`src/rtl/hazard_scoreboard_if.sv`:
```
// Interface bundling the decode-side hazard inputs and the pipeline
// stall/bubble controls exchanged between the control path and
// hazard_scoreboard. The master modport belongs to the control/decode side,
// and the slave modport belongs to the scoreboard itself.
interface hazard_scoreboard_if #(
    parameter int CNT_WIDTH = 16
);
    // Instruction currently in ID
    logic                 id_valid;
    logic [4:0]           id_rd;
    logic                 id_reg_we;
    logic                 id_load;
    logic                 id_zicsr;
    logic                 id_mdu;
    logic [1:0]           id_fwd_type;
    logic [4:0]           rs1_id;
    logic [4:0]           rs2_id;

    // Pipeline events
    logic                 flush_id;
    logic                 mem_busy;

    // Pipeline-register controls
    logic                 stall_if;
    logic                 stall_id;
    logic                 bubble_ex;
    logic                 stall_ex;
    logic                 stall_mem;
    logic [CNT_WIDTH-1:0] stall_cnt;

    modport master (
        output id_valid, id_rd, id_reg_we, id_load, id_zicsr, id_mdu,
               id_fwd_type, rs1_id, rs2_id, flush_id, mem_busy,
        input  stall_if, stall_id, bubble_ex, stall_ex, stall_mem, stall_cnt
    );

    modport slave (
        input  id_valid, id_rd, id_reg_we, id_load, id_zicsr, id_mdu,
               id_fwd_type, rs1_id, rs2_id, flush_id, mem_busy,
        output stall_if, stall_id, bubble_ex, stall_ex, stall_mem, stall_cnt
    );
endinterface

```
`src/rtl/hazard_scoreboard.sv`:
```
// hazard_scoreboard: shadows the destinations of the instructions in
// EX/MEM/WB. It stalls Decode whenever a source operand cannot be forwarded
// in time: load-use, a branch resolved in ID, or a busy data memory.
// Optional feature: define MDU_STALL_EN to hold EX for MDU_LATENCY cycles
// behind a mul/div op. Without the macro, id_mdu is ignored and no counter
// is built.
module hazard_scoreboard #(
    parameter int CNT_WIDTH   = 16,
    parameter int MDU_LATENCY = 32
) (
    input  logic                clock,
    input  logic                reset,
    hazard_scoreboard_if.slave  bus
);

    typedef enum logic [1:0] {
        FWD_NONE    = 2'd0,
        FWD_TYPE1   = 2'd1,
        FWD_TYPE2   = 2'd2,
        FWD_TYPE1_3 = 2'd3
    } fwd_type_t;

    typedef struct packed {
        logic       valid;
        logic [4:0] rd;
        logic       reg_we;
        logic       load;
        logic       zicsr;
    } shadow_t;

    localparam shadow_t BUBBLE = '0;

    shadow_t ex_q;
    shadow_t mem_q;
    shadow_t wb_q;
    shadow_t id_entry;

    logic rs2_used;
    logic is_type2;
    logic m1_ex;
    logic m2_ex;
    logic m1_mem;
    logic m2_mem;
    logic load_use;
    logic br_hz;
    logic hz;
    logic ex_capture;
    logic mdu_busy;
    logic stall;

    logic [CNT_WIDTH-1:0] stall_cnt_q;

    // A producer only matters if it is valid, writes a register and is not x0
    function automatic logic match(input logic [4:0] rs, input shadow_t e);
        return e.valid & e.reg_we & (e.rd != 5'd0) & (rs == e.rd);
    endfunction

    assign id_entry = '{valid:  bus.id_valid,
                        rd:     bus.id_rd,
                        reg_we: bus.id_reg_we,
                        load:   bus.id_load,
                        zicsr:  bus.id_zicsr};

    // Hazard detection against the EX and MEM shadows
    always_comb begin
        rs2_used = 1'b0;
        is_type2 = 1'b0;
        m1_ex    = 1'b0;
        m2_ex    = 1'b0;
        m1_mem   = 1'b0;
        m2_mem   = 1'b0;
        load_use = 1'b0;
        br_hz    = 1'b0;
        hz       = 1'b0;

        rs2_used = (bus.id_fwd_type != FWD_NONE);
        is_type2 = (bus.id_fwd_type == FWD_TYPE2);

        m1_ex  = match(bus.rs1_id, ex_q);
        m2_ex  = rs2_used & match(bus.rs2_id, ex_q);
        m1_mem = match(bus.rs1_id, mem_q);
        m2_mem = rs2_used & match(bus.rs2_id, mem_q);

        load_use = (m1_ex | m2_ex) & ex_q.load;

        // A branch compares in ID, so only a CSR result on rs1 is early enough
        br_hz = is_type2 & ((m1_ex & ~ex_q.zicsr) | m2_ex |
                            ((m1_mem | m2_mem) & mem_q.load));

        hz = bus.id_valid & ~bus.flush_id & (load_use | br_hz);
    end

    assign ex_capture = ~(hz | bus.flush_id | ~bus.id_valid);
    assign stall      = hz | bus.mem_busy | mdu_busy;

    assign bus.stall_if  = stall;
    assign bus.stall_id  = stall;
    assign bus.bubble_ex = hz & ~bus.mem_busy & ~mdu_busy;
    assign bus.stall_ex  = bus.mem_busy | mdu_busy;
    assign bus.stall_mem = bus.mem_busy;
    assign bus.stall_cnt = stall_cnt_q;

    // Shadow pipeline advance: memory stall freezes all, MDU stall drains behind EX
    always_ff @(posedge clock) begin
        if (reset) begin
            ex_q  <= BUBBLE;
            mem_q <= BUBBLE;
            wb_q  <= BUBBLE;
        end else if (bus.mem_busy) begin
            ex_q  <= ex_q;
            mem_q <= mem_q;
            wb_q  <= wb_q;
        end else if (mdu_busy) begin
            ex_q  <= ex_q;
            mem_q <= BUBBLE;
            wb_q  <= mem_q;
        end else begin
            wb_q  <= mem_q;
            mem_q <= ex_q;
            ex_q  <= ex_capture ? id_entry : BUBBLE;
        end
    end

    // Saturating count of cycles in which Decode was held
    always_ff @(posedge clock) begin
        if (reset) begin
            stall_cnt_q <= '0;
        end else if (stall && (stall_cnt_q != '1)) begin
            stall_cnt_q <= stall_cnt_q + 1'b1;
        end
    end

`ifdef MDU_STALL_EN
    localparam int MDU_CW = (MDU_LATENCY > 2) ? $clog2(MDU_LATENCY) : 1;

    logic [MDU_CW-1:0] mdu_cnt;

    // Down-counter armed when a mul/div enters EX; frozen while memory is busy
    always_ff @(posedge clock) begin
        if (reset) begin
            mdu_cnt <= '0;
        end else if (!bus.mem_busy) begin
            if (mdu_cnt != '0) begin
                mdu_cnt <= mdu_cnt - 1'b1;
            end else if (ex_capture && bus.id_mdu) begin
                mdu_cnt <= MDU_CW'(MDU_LATENCY - 1);
            end
        end
    end

    assign mdu_busy = (mdu_cnt != '0);
`else
    logic mdu_unused;

    assign mdu_busy   = 1'b0;
    assign mdu_unused = bus.id_mdu ^ (MDU_LATENCY > 1);
`endif

    // WB is tracked only so the shadow mirrors the real pipeline depth
    logic wb_unused;
    assign wb_unused = ^wb_q;

endmodule

```
`src/flat_wrapper.sv`:
```
// flat-port wrapper written by rule: the top's interface ports become plain ports
module hazard_scoreboard_flat 
#(
    parameter int CNT_WIDTH   = 16,
    parameter int MDU_LATENCY = 32
)
  (clock, reset, bus_id_valid, bus_id_rd, bus_id_reg_we, bus_id_load, bus_id_zicsr, bus_id_mdu, bus_id_fwd_type, bus_rs1_id, bus_rs2_id, bus_flush_id, bus_mem_busy, bus_stall_if, bus_stall_id, bus_bubble_ex, bus_stall_ex, bus_stall_mem, bus_stall_cnt);
  hazard_scoreboard_if #(.CNT_WIDTH(CNT_WIDTH)) bus_i ();
  input  logic clock;
  input  logic reset;
  input wire logic [$bits(bus_i.id_valid)-1:0] bus_id_valid;
  input wire logic [$bits(bus_i.id_rd)-1:0] bus_id_rd;
  input wire logic [$bits(bus_i.id_reg_we)-1:0] bus_id_reg_we;
  input wire logic [$bits(bus_i.id_load)-1:0] bus_id_load;
  input wire logic [$bits(bus_i.id_zicsr)-1:0] bus_id_zicsr;
  input wire logic [$bits(bus_i.id_mdu)-1:0] bus_id_mdu;
  input wire logic [$bits(bus_i.id_fwd_type)-1:0] bus_id_fwd_type;
  input wire logic [$bits(bus_i.rs1_id)-1:0] bus_rs1_id;
  input wire logic [$bits(bus_i.rs2_id)-1:0] bus_rs2_id;
  input wire logic [$bits(bus_i.flush_id)-1:0] bus_flush_id;
  input wire logic [$bits(bus_i.mem_busy)-1:0] bus_mem_busy;
  output wire logic [$bits(bus_i.stall_if)-1:0] bus_stall_if;
  output wire logic [$bits(bus_i.stall_id)-1:0] bus_stall_id;
  output wire logic [$bits(bus_i.bubble_ex)-1:0] bus_bubble_ex;
  output wire logic [$bits(bus_i.stall_ex)-1:0] bus_stall_ex;
  output wire logic [$bits(bus_i.stall_mem)-1:0] bus_stall_mem;
  output wire logic [$bits(bus_i.stall_cnt)-1:0] bus_stall_cnt;
  assign bus_i.id_valid = bus_id_valid;
  assign bus_i.id_rd = bus_id_rd;
  assign bus_i.id_reg_we = bus_id_reg_we;
  assign bus_i.id_load = bus_id_load;
  assign bus_i.id_zicsr = bus_id_zicsr;
  assign bus_i.id_mdu = bus_id_mdu;
  assign bus_i.id_fwd_type = bus_id_fwd_type;
  assign bus_i.rs1_id = bus_rs1_id;
  assign bus_i.rs2_id = bus_rs2_id;
  assign bus_i.flush_id = bus_flush_id;
  assign bus_i.mem_busy = bus_mem_busy;
  assign bus_stall_if = bus_i.stall_if;
  assign bus_stall_id = bus_i.stall_id;
  assign bus_bubble_ex = bus_i.bubble_ex;
  assign bus_stall_ex = bus_i.stall_ex;
  assign bus_stall_mem = bus_i.stall_mem;
  assign bus_stall_cnt = bus_i.stall_cnt;
  hazard_scoreboard #(.CNT_WIDTH(CNT_WIDTH), .MDU_LATENCY(MDU_LATENCY)) u_core (.clock(clock), .reset(reset), .bus(bus_i));
endmodule
```
`config.mk`:
```
export PLATFORM = sky130hd
export DESIGN_NAME = hazard_scoreboard_flat
export DESIGN_NICKNAME = d
export VERILOG_FILES = /design/src/rtl/hazard_scoreboard_if.sv /design/src/rtl/hazard_scoreboard.sv /design/src/flat_wrapper.sv
export SDC_FILE = /design/constraint.sdc
export NUM_CORES = 1
export LEC_CHECK = 0
export CAP_MARGIN = 15
export CORE_MARGIN = 2
export CORE_UTILIZATION = 40
export CTS_CLUSTER_DIAMETER = 60
export CTS_CLUSTER_SIZE = 25
export DETAILED_ROUTE_END_ITERATION = 12
export HOLD_SLACK_MARGIN = 0.1
export PLACE_DENSITY = 0.68
export SLEW_MARGIN = 20
export SYNTH_ARGS = -nofsm -noshare
export SYNTH_HDL_FRONTEND = slang
export SYNTH_SLANG_ARGS = --single-unit
```
`constraint.sdc`:
```
create_clock -name clock -period 4.9 [get_ports clock]
set_input_delay 1.225 -clock clock [delete_from_list [all_inputs] [get_ports clock]]
set_output_delay 1.225 -clock clock [all_outputs]
set_load 0.05 [all_outputs]
```
# Yosys cells after proc, flatten, opt, wreduce, memory -nomap -nowiden

Cells that the tools add are included.

Bits in registers: 33
Bits of input ports: 26
Output and inout port bits: 21
Word-level logic and storage cells: 51

$add $sub $neg: 1
Eq/ne operators: 6
Multiplexer cells: 1
Bitwise logic cells: 29
Reductions and logical operators: 4

Operators with widths:

| operator                                                         | number |
|---|---|
| 5-bit == test                                                    | 4 |
| 1-bit AND                                                        | 17 |
| 16-bit by 1-bit adder with 16-bit output (second input constant) | 1 |
| 16-bit != test (second input constant)                           | 1 |
| 5-bit nonzero test                                               | 2 |
| 9-bit 2-to-1 mux                                                 | 1 |
| 1-bit bitwise OR                                                 | 8 |
| 1-bit inverter                                                   | 4 |
| 2-bit == test (second input constant)                            | 1 |
| 2-bit nonzero test                                               | 1 |
| 1-bit logical AND                                                | 1 |

# Longest topological paths before layout

Gate-level depths: netlist of run 1.

Word-level depth: 13
Gate-level depth with buffers: 10
Gate-level depth less buffers: 8

# Least setup slack after synthesis of run 1

OpenSTA, ideal clock, no wires.

Kind: input to output
Start point: in bus_rs2_id[2]
End point: out bus_stall_if
Data arrival time: 2.885 ns
Data required time: 3.675 ns
Setup slack: 0.790 ns
Stages on the path: 7
Path buffers: 1
Path through: xnor2_1 nand4_1 o32a_1 o32ai_4 nand2_1 nand2b_1 buf_4

Longest elaborated chain between the ends: 10
Elaborated cells between the ends (all ways): 16
Classes of those cells: eq/ne (2); bitwise (14)

Ends and longest elaborated chain:

| element            | RTL line                | source |
|---|---|---|
| from (decl)        | flat_wrapper.sv:19      | `input wire logic [$bits(bus_i.rs2_id)-1:0] bus_rs2_id;` |
| 5-bit == test      | hazard_scoreboard.sv:55 | `return e.valid & e.reg_we & (e.rd != 5'd0) & (rs == e.rd);` |
| 1-bit AND          | hazard_scoreboard.sv:55 |  |
| 1-bit AND          | hazard_scoreboard.sv:82 | `m2_mem = rs2_used & match(bus.rs2_id, mem_q);` |
| 1-bit bitwise OR   | hazard_scoreboard.sv:88 | `((m1_mem \| m2_mem) & mem_q.load));` |
| 1-bit AND          | hazard_scoreboard.sv:88 |  |
| 1-bit bitwise OR   | hazard_scoreboard.sv:87 | `br_hz = is_type2 & ((m1_ex & ~ex_q.zicsr) \| m2_ex \|` |
| 1-bit AND          | hazard_scoreboard.sv:87 |  |
| 1-bit bitwise OR * | hazard_scoreboard.sv:90 | `hz = bus.id_valid & ~bus.flush_id & (load_use \| br_hz);` |
| 1-bit AND *        | hazard_scoreboard.sv:90 |  |
| 1-bit bitwise OR * | hazard_scoreboard.sv:94 | `assign stall = hz \| bus.mem_busy \| mdu_busy;` |
| to (decl)          | flat_wrapper.sv:22      | `output wire logic [$bits(bus_i.stall_if)-1:0] bus_stall_if;` |

Every way passes the cells marked *; elsewhere a longest branch is shown, timed or not.

# Worst setup path after layout of run 1

Start point: in bus_rs2_id[4]
End point: out bus_stall_if

The elaborated chain is that of the path after synthesis.

==> results.json, run 1 <==
{
  "tns_ns": 0,
  "fp.dieW_um": 69.99,
  "core-area_sq_um": 4086,
  "cp.arrival_ns": 3.18,
  "synth-edff-count": 0,
  "row_count": 23,
  "place.gp.congestion": 0.8058,
  "synthesis.area_sq_um": 1742,
  "synth_cell_types": 39,
  "clk_latency_ns": 0.29,
  "crit_path_start": "bus_rs2_id[4]",
  "grt_pass1_wl_mm": 6.810,
  "skew_ns": 0.004538,
  "slowest_stage": "clkdlybuf4s50_1",
  "final_util_pct": 57.38,
  "first_iter_violations": 80,
  "track_usage_pct": 17.41,
  "endpoint_kind": "output pin",
  "hold_viol_final": 0,
  "powerDensity_nw_per_um2": 268.4,
  "finalCriticalPeriod_ns": 4.400,
  "syn_to_final_growth_pct": 34.63,
  "vdd_drop_max_mv": 0.1946,
  "wire_per_inst_um": 13.53,
  "cp_cell_sequence": "clkdlybuf4s50_1 > xnor2_1 > nand4_1 > o32a_1 > o32ai_4 > nand2_1 > nand2b_1 > buf_12",
  "yosysSeqAreaShare_pct": 37.93,
  "synth-main-ff-cell": "dfxtp_1",
  "finalMaxSlewViolations": 0,
  "maxCapViolCount": 0,
  "start_util_pct": 42.62,
  "critical_path_class": "input port to output pin",
  "drc_errors": 0,
  "path_max_fanout": 3,
  "fp.dieArea_sq_um": 4898,
  "ys_ff_latch": 33,
  "max_stage_delay_ns": 0.52,
  "wl_mm": 3.910,
  "layout-drive-gt1-share_pct": 8.368,
  "tightest_slew_ns": 0.6855,
  "syn-num-nets": 223,
  "power_leakage_nw": 0.8369,
  "ioPinCount": 47,
  "clk_pin_slew_ns": 0.07,
  "grt-ovfl-total": 0,
  "antenna_cells": 0,
  "clkSinkCount": 33,
  "cts_resized": 0,
  "hold_class": "flop to flop",
  "nNetsFinal": 265,
  "clockBufferDepth": 2,
  "grt_pass1_vias": 1451,
  "cts_made_buffers": 5,
  "r2r-end": "u_core.bus.stall_cnt[9]",
  "crit_end": "bus_stall_if",
  "reg2reg_depth": 7,
  "drtPass1Iterations": 4,
  "status": "finished, final reports clean",
  "yosys.area.top_type_share_pct": 37.93,
  "max_clock_freq_ghz": 0.2273,
  "via_per_inst": 5.353,
  "setup-violations-final": 0,
  "postCtsSetupBuffers": 0,
  "cts_tree": "done",
  "cts_root_buffer": "clkbuf_8",
  "fin_crit_sh_pct": 89.80,
  "worstPathRequired_ns": 3.67,
  "synthTopCellsByArea": "dfxtp_1, nor2_1, xor2_1",
  "grt_max_degree": 29,
  "port_buffers": 45,
  "via_count": 1547,
  "post-dp-hpwl_mm": 2.827,
  "rsz0062_at_grt": "no",
  "synth_top_area_cell": "dfxtp_1",
  "chipHeight_um": 69.99,
  "ys_async_sr_fraction_pct": 0,
  "syn_inst": 196,
  "antenna_found_initial": 0,
  "cts-hold-fix-buffers": 0,
  "slew_headroom_pct": 54.16,
  "ant_nets": 0,
  "rrSetupSlack_ns": 2.35,
  "r2r-start": "u_core.bus.stall_cnt[3]",
  "syn_avg_cell_area_sq_um": 8.886,
  "yosysWarnings": 0,
  "htreeDepth": 2,
  "start_kind": "input port"
}
==> registers in the layout, indices dropped and copies added (netlist names) <==
register	count
u_core.bus.stall_cnt	16
u_core.ex_q	9
u_core.mem_q	8
==> Yosys cell counts, drive strengths merged (4+ instances only) <==
master	count
buf	8
dfxtp	33
a21oi	13
nand3	6
nor2	28
o31ai	6
a22oi	9
mux2i	9
o21ai	5
or3	5
or4	7
nand4	6
xnor2	9
xor2	12
inv	4
nand2	8
==> cells in the final DEF (no fill, tap or decap) <==
master,count
o31a_2,1
nor2b_1,3
o32a_1,1
clkbuf_8,6
a21oi_1,13
nand3_1,6
nand2_1,8
and3_1,1
o2111ai_1,1
xor2_1,12
nor3_1,1
clkdlybuf4s50_1,42
nor4_1,3
xnor2_1,9
a22oi_1,9
nor3b_1,2
or3_1,5
o21ai_0,5
nor2_1,28
o21ba_2,1
ha_1,1
bufinv_16,1
and2_1,1
nand2b_1,1
or4_1,7
nand4_1,6
o32ai_4,1
o31ai_1,6
buf_4,2
and2b_1,1
dfxtp_1,33
inv_1,4
mux2i_1,9
buf_12,3
and4_1,1
mux2_2,2
nor3b_2,1
clkinvlp_4,1
a31oi_4,1
==> per-stage QoR <==
step	power, mW	setup slack [ns]	cell area, sq um	hold WS, ns	std cells
finish	0.6293	0.4999	2345	0.5017	289
CTS	0.6349	0.4770	2345	0.5021	289
detailed placement	0.3661	0.4966	2225	0.4922	281
global placement	0.3655	0.4788	2225	0.4789	281
floorplan	0.3312	0.7900	1742	0.4637	196
global route	0.6533	0.3918	2345	0.5368	289
==> power by group <==
group | internal (mW) | total [mW] | switching [mW] | leakage (nW)
Clock | 0.165 | 0.270 | 0.105 | 0.0574
Combinational | 0.0402 | 0.0814 | 0.0412 | 0.513
Sequential | 0.273 | 0.278 | 0.00543 | 0.267
Total | 0.478 | 0.629 | 0.151 | 0.837
==> per-layer routing <==
layer	routed length (um)	vias to the layer above	GRT usage (%)
met1	1874	721	23.35
met3	146	5	4.473
met5	0	-	0
met2	1818	29	26.56
li1	-	792	-
met4	70	0	7.051
==> final cells by class <==
cell class / instances / area, sq um
fillers: 400 / 1742
multi-input cells: 147 / 991.0
flip-flops and latches: 33 / 660.6
repair buffers: 47 / 495.5
clock buffers: 6 / 82.58
well taps: 50 / 62.56
clock inverters: 2 / 37.54
inverters: 4 / 15.01
==> worst max-delay path: cells and delay by family <==
family | cells | cell delay (ns)
AOI/OAI and AO/OA | 2 | 0.68
xor gates and xnor gates | 1 | 0.14
buffers and inverters | 2 | 0.69
and+or+nand+nor | 3 | 0.45
==> kinds of logic (layout without fill, tap and decap cells) <==
kind of cell	count (synthesis)	after routing	share of synthesized area, %
compound gates	39	39	16.67
xor+xnor	21	21	10.56
mux	11	11	6.466
fa+ha+maj	1	1	0.7183
simple gates	75	75	22.49
flops	33	33	37.93
buf+inv	16	59	5.172
==> worst min-delay path by stage <==
stage,slack [ns],startpoint,cells past startpoint,endpoint
after floorplan,0.46,u_core.mem_q[8],2,u_core.mem_q[8]
after global routing,0.54,u_core.bus.stall_cnt[14],2,u_core.bus.stall_cnt[14]
after global placement,0.48,u_core.mem_q[2],2,u_core.mem_q[2]
final,0.50,u_core.bus.stall_cnt[10],2,u_core.bus.stall_cnt[10]
after CTS,0.50,u_core.bus.stall_cnt[10],2,u_core.bus.stall_cnt[10]
after detailed placement,0.49,u_core.bus.stall_cnt[10],2,u_core.bus.stall_cnt[10]
Power figures use the tool's default switching activity.
==> inputs of run 2 (changes only) <==
- CORE_MARGIN: 2 -> not set
- SLEW_MARGIN: 20 -> 15
==> results.json, run 2 (synthesis results as in run 1) <==
{
  "switchingPower_uw": 147.8,
  "fp.dieW_um": 67.99,
  "layout-drive-gt1-share_pct": 8.368,
  "final_cell_mix": "clkdlybuf4s50_1, dfxtp_1, nor2_1, a21oi_1, xor2_1",
  "grt_max_degree": 29,
  "grt_pass1_vias": 1383,
  "rsz0062_at_grt": "no",
  "clk_pin_slew_ns": 0.07,
  "clk_latency_ns": 0.28,
  "cts_tree": "done",
  "core-area_sq_um": 4086,
  "switching_share_pct": 25.14,
  "vdd_drop_max_mv": 0.1779,
  "cp.arrival_ns": 3.17,
  "row_count": 23,
  "maxCapViolCount": 0,
  "max_clock_freq_ghz": 0.2274,
  "track_usage_pct": 19.10,
  "wire_per_inst_um": 13.97,
  "first_iter_violations": 114,
  "path_max_fanout": 3,
  "hold_viol_final": 0,
  "fp.dieArea_sq_um": 4622,
  "final_common_cell": "clkdlybuf4s50_1",
  "largest_register_ffs": 16,
  "critical_path_class": "input port to output pin",
  "seq_power_share_pct": 47.3,
  "power_leakage_nw": 0.8337,
  "finalCriticalPeriod_ns": 4.398,
  "skew_ns": 0.005633,
  "tightest_slew_ns": 0.8512,
  "endpoint_kind": "output pin",
  "grt_pass1_wl_mm": 6.534,
  "finalMaxSlewViolations": 0,
  "setup-violations-final": 0,
  "worstPathRequired_ns": 3.67,
  "cts-hold-fix-buffers": 0,
  "grt-ovfl-total": 0,
  "place.gp.congestion": 0.8150,
  "drtPass1Iterations": 5,
  "htreeDepth": 2,
  "postCtsSetupBuffers": 0,
  "cts_resized": 0,
  "cts_root_buffer": "clkbuf_8",
  "status": "finished, final reports clean",
  "p_int_uw": 439.9,
  "antenna_cells": 0,
  "ant_nets": 0,
  "fin_crit_sh_pct": 89.76,
  "drc_errors": 0,
  "via_per_inst": 5.505,
  "wl_mm": 4.037,
  "via_count": 1591,
  "hold_class": "flop to flop",
  "power_frac_clock_pct": 38.7,
  "nNetsFinal": 265,
  "final_util_pct": 56.92,
  "post-dp-hpwl_mm": 2.798,
  "cts_made_buffers": 5,
  "chipHeight_um": 67.99,
  "clkSinkCount": 33,
  "antenna_found_initial": 0,
  "start_util_pct": 42.62,
  "slew_headroom_pct": 43.08,
  "clockBufferDepth": 2,
  "combPwrFrac_pct": 14.0,
  "powerDensity_nw_per_um2": 252.7,
  "port_buffers": 45,
  "syn_to_final_growth_pct": 33.55,
  "ioPinCount": 47,
  "tns_ns": 0,
  "start_kind": "input port"
}
-- run 2: area by class of cell --
class | instances | area (sq um)
Clock buffer | 7 | 96.34
Clock inverter | 1 | 5.005
Fill cell | 384 | 1760
Inverter | 4 | 15.01
Multi-Input combinational cell | 147 | 991.0
Sequential cell | 33 | 660.6
Tap cell | 50 | 62.56
Timing Repair Buffer | 47 | 495.5
-- run 2: path summary, 6_finish.rpt --
check | cells past startpoint | slack [ns] | endpoint | from
worst min register to register | 2 | 0.49 | u_core.bus.stall_cnt[14] | u_core.bus.stall_cnt[14]
worst max-delay path | 8 | 0.50 | bus_stall_id | bus_rs2_id[1]
worst min-delay path | 2 | 0.49 | u_core.bus.stall_cnt[14] | u_core.bus.stall_cnt[14]
worst max register to register | 7 | 2.37 | u_core.bus.stall_cnt[9] | u_core.bus.stall_cnt[3]
-- run 2: layer usage --
layer / vias to the layer above / part of all wire [%] / track usage [%]
li1: 787 / - / -
met1: 756 / 48 / 25.99
met2: 40 / 46 / 28.43
met3: 8 / 3.7 / 3.667
met4: 0 / 2.0 / 9.635
met5: - / 0 / 0
-- run 2: worst max-delay path, stage by stage --
cell,delay (ns)
clkdlybuf4s50_1,0.51
xnor2_1,0.13
nand4_1,0.11
o32a_1,0.37
o32ai_4,0.30
nand2_1,0.14
nand2b_1,0.21
buf_12,0.17
-- run 2: power by group through the flow --
stage / sequential (mW) / clock, mW / combinational (mW)
5_1_grt: 0.279 / 0.244 / 0.0881
3_3_place_gp: 0.284 / 0 / 0.0814
6_report: 0.278 / 0.228 / 0.0821
4_1_cts: 0.278 / 0.230 / 0.0824
2_1_floorplan: 0.289 / 0 / 0.0422
3_5_place_dp: 0.284 / 0 / 0.0818
-- run 2: metrics by stage --
stage	std cells	area, sq um	worst slack, ns	hold slack, ns	total power [mW]
floorplan	196	1742	0.7900	0.4637	0.3312
global placement	281	2225	0.4780	0.4799	0.3655
detailed placement	281	2225	0.4975	0.4816	0.3660
CTS	289	2326	0.4815	0.4932	0.5904
global route	289	2326	0.3769	0.5136	0.6108
finish	289	2326	0.5018	0.4938	0.5877
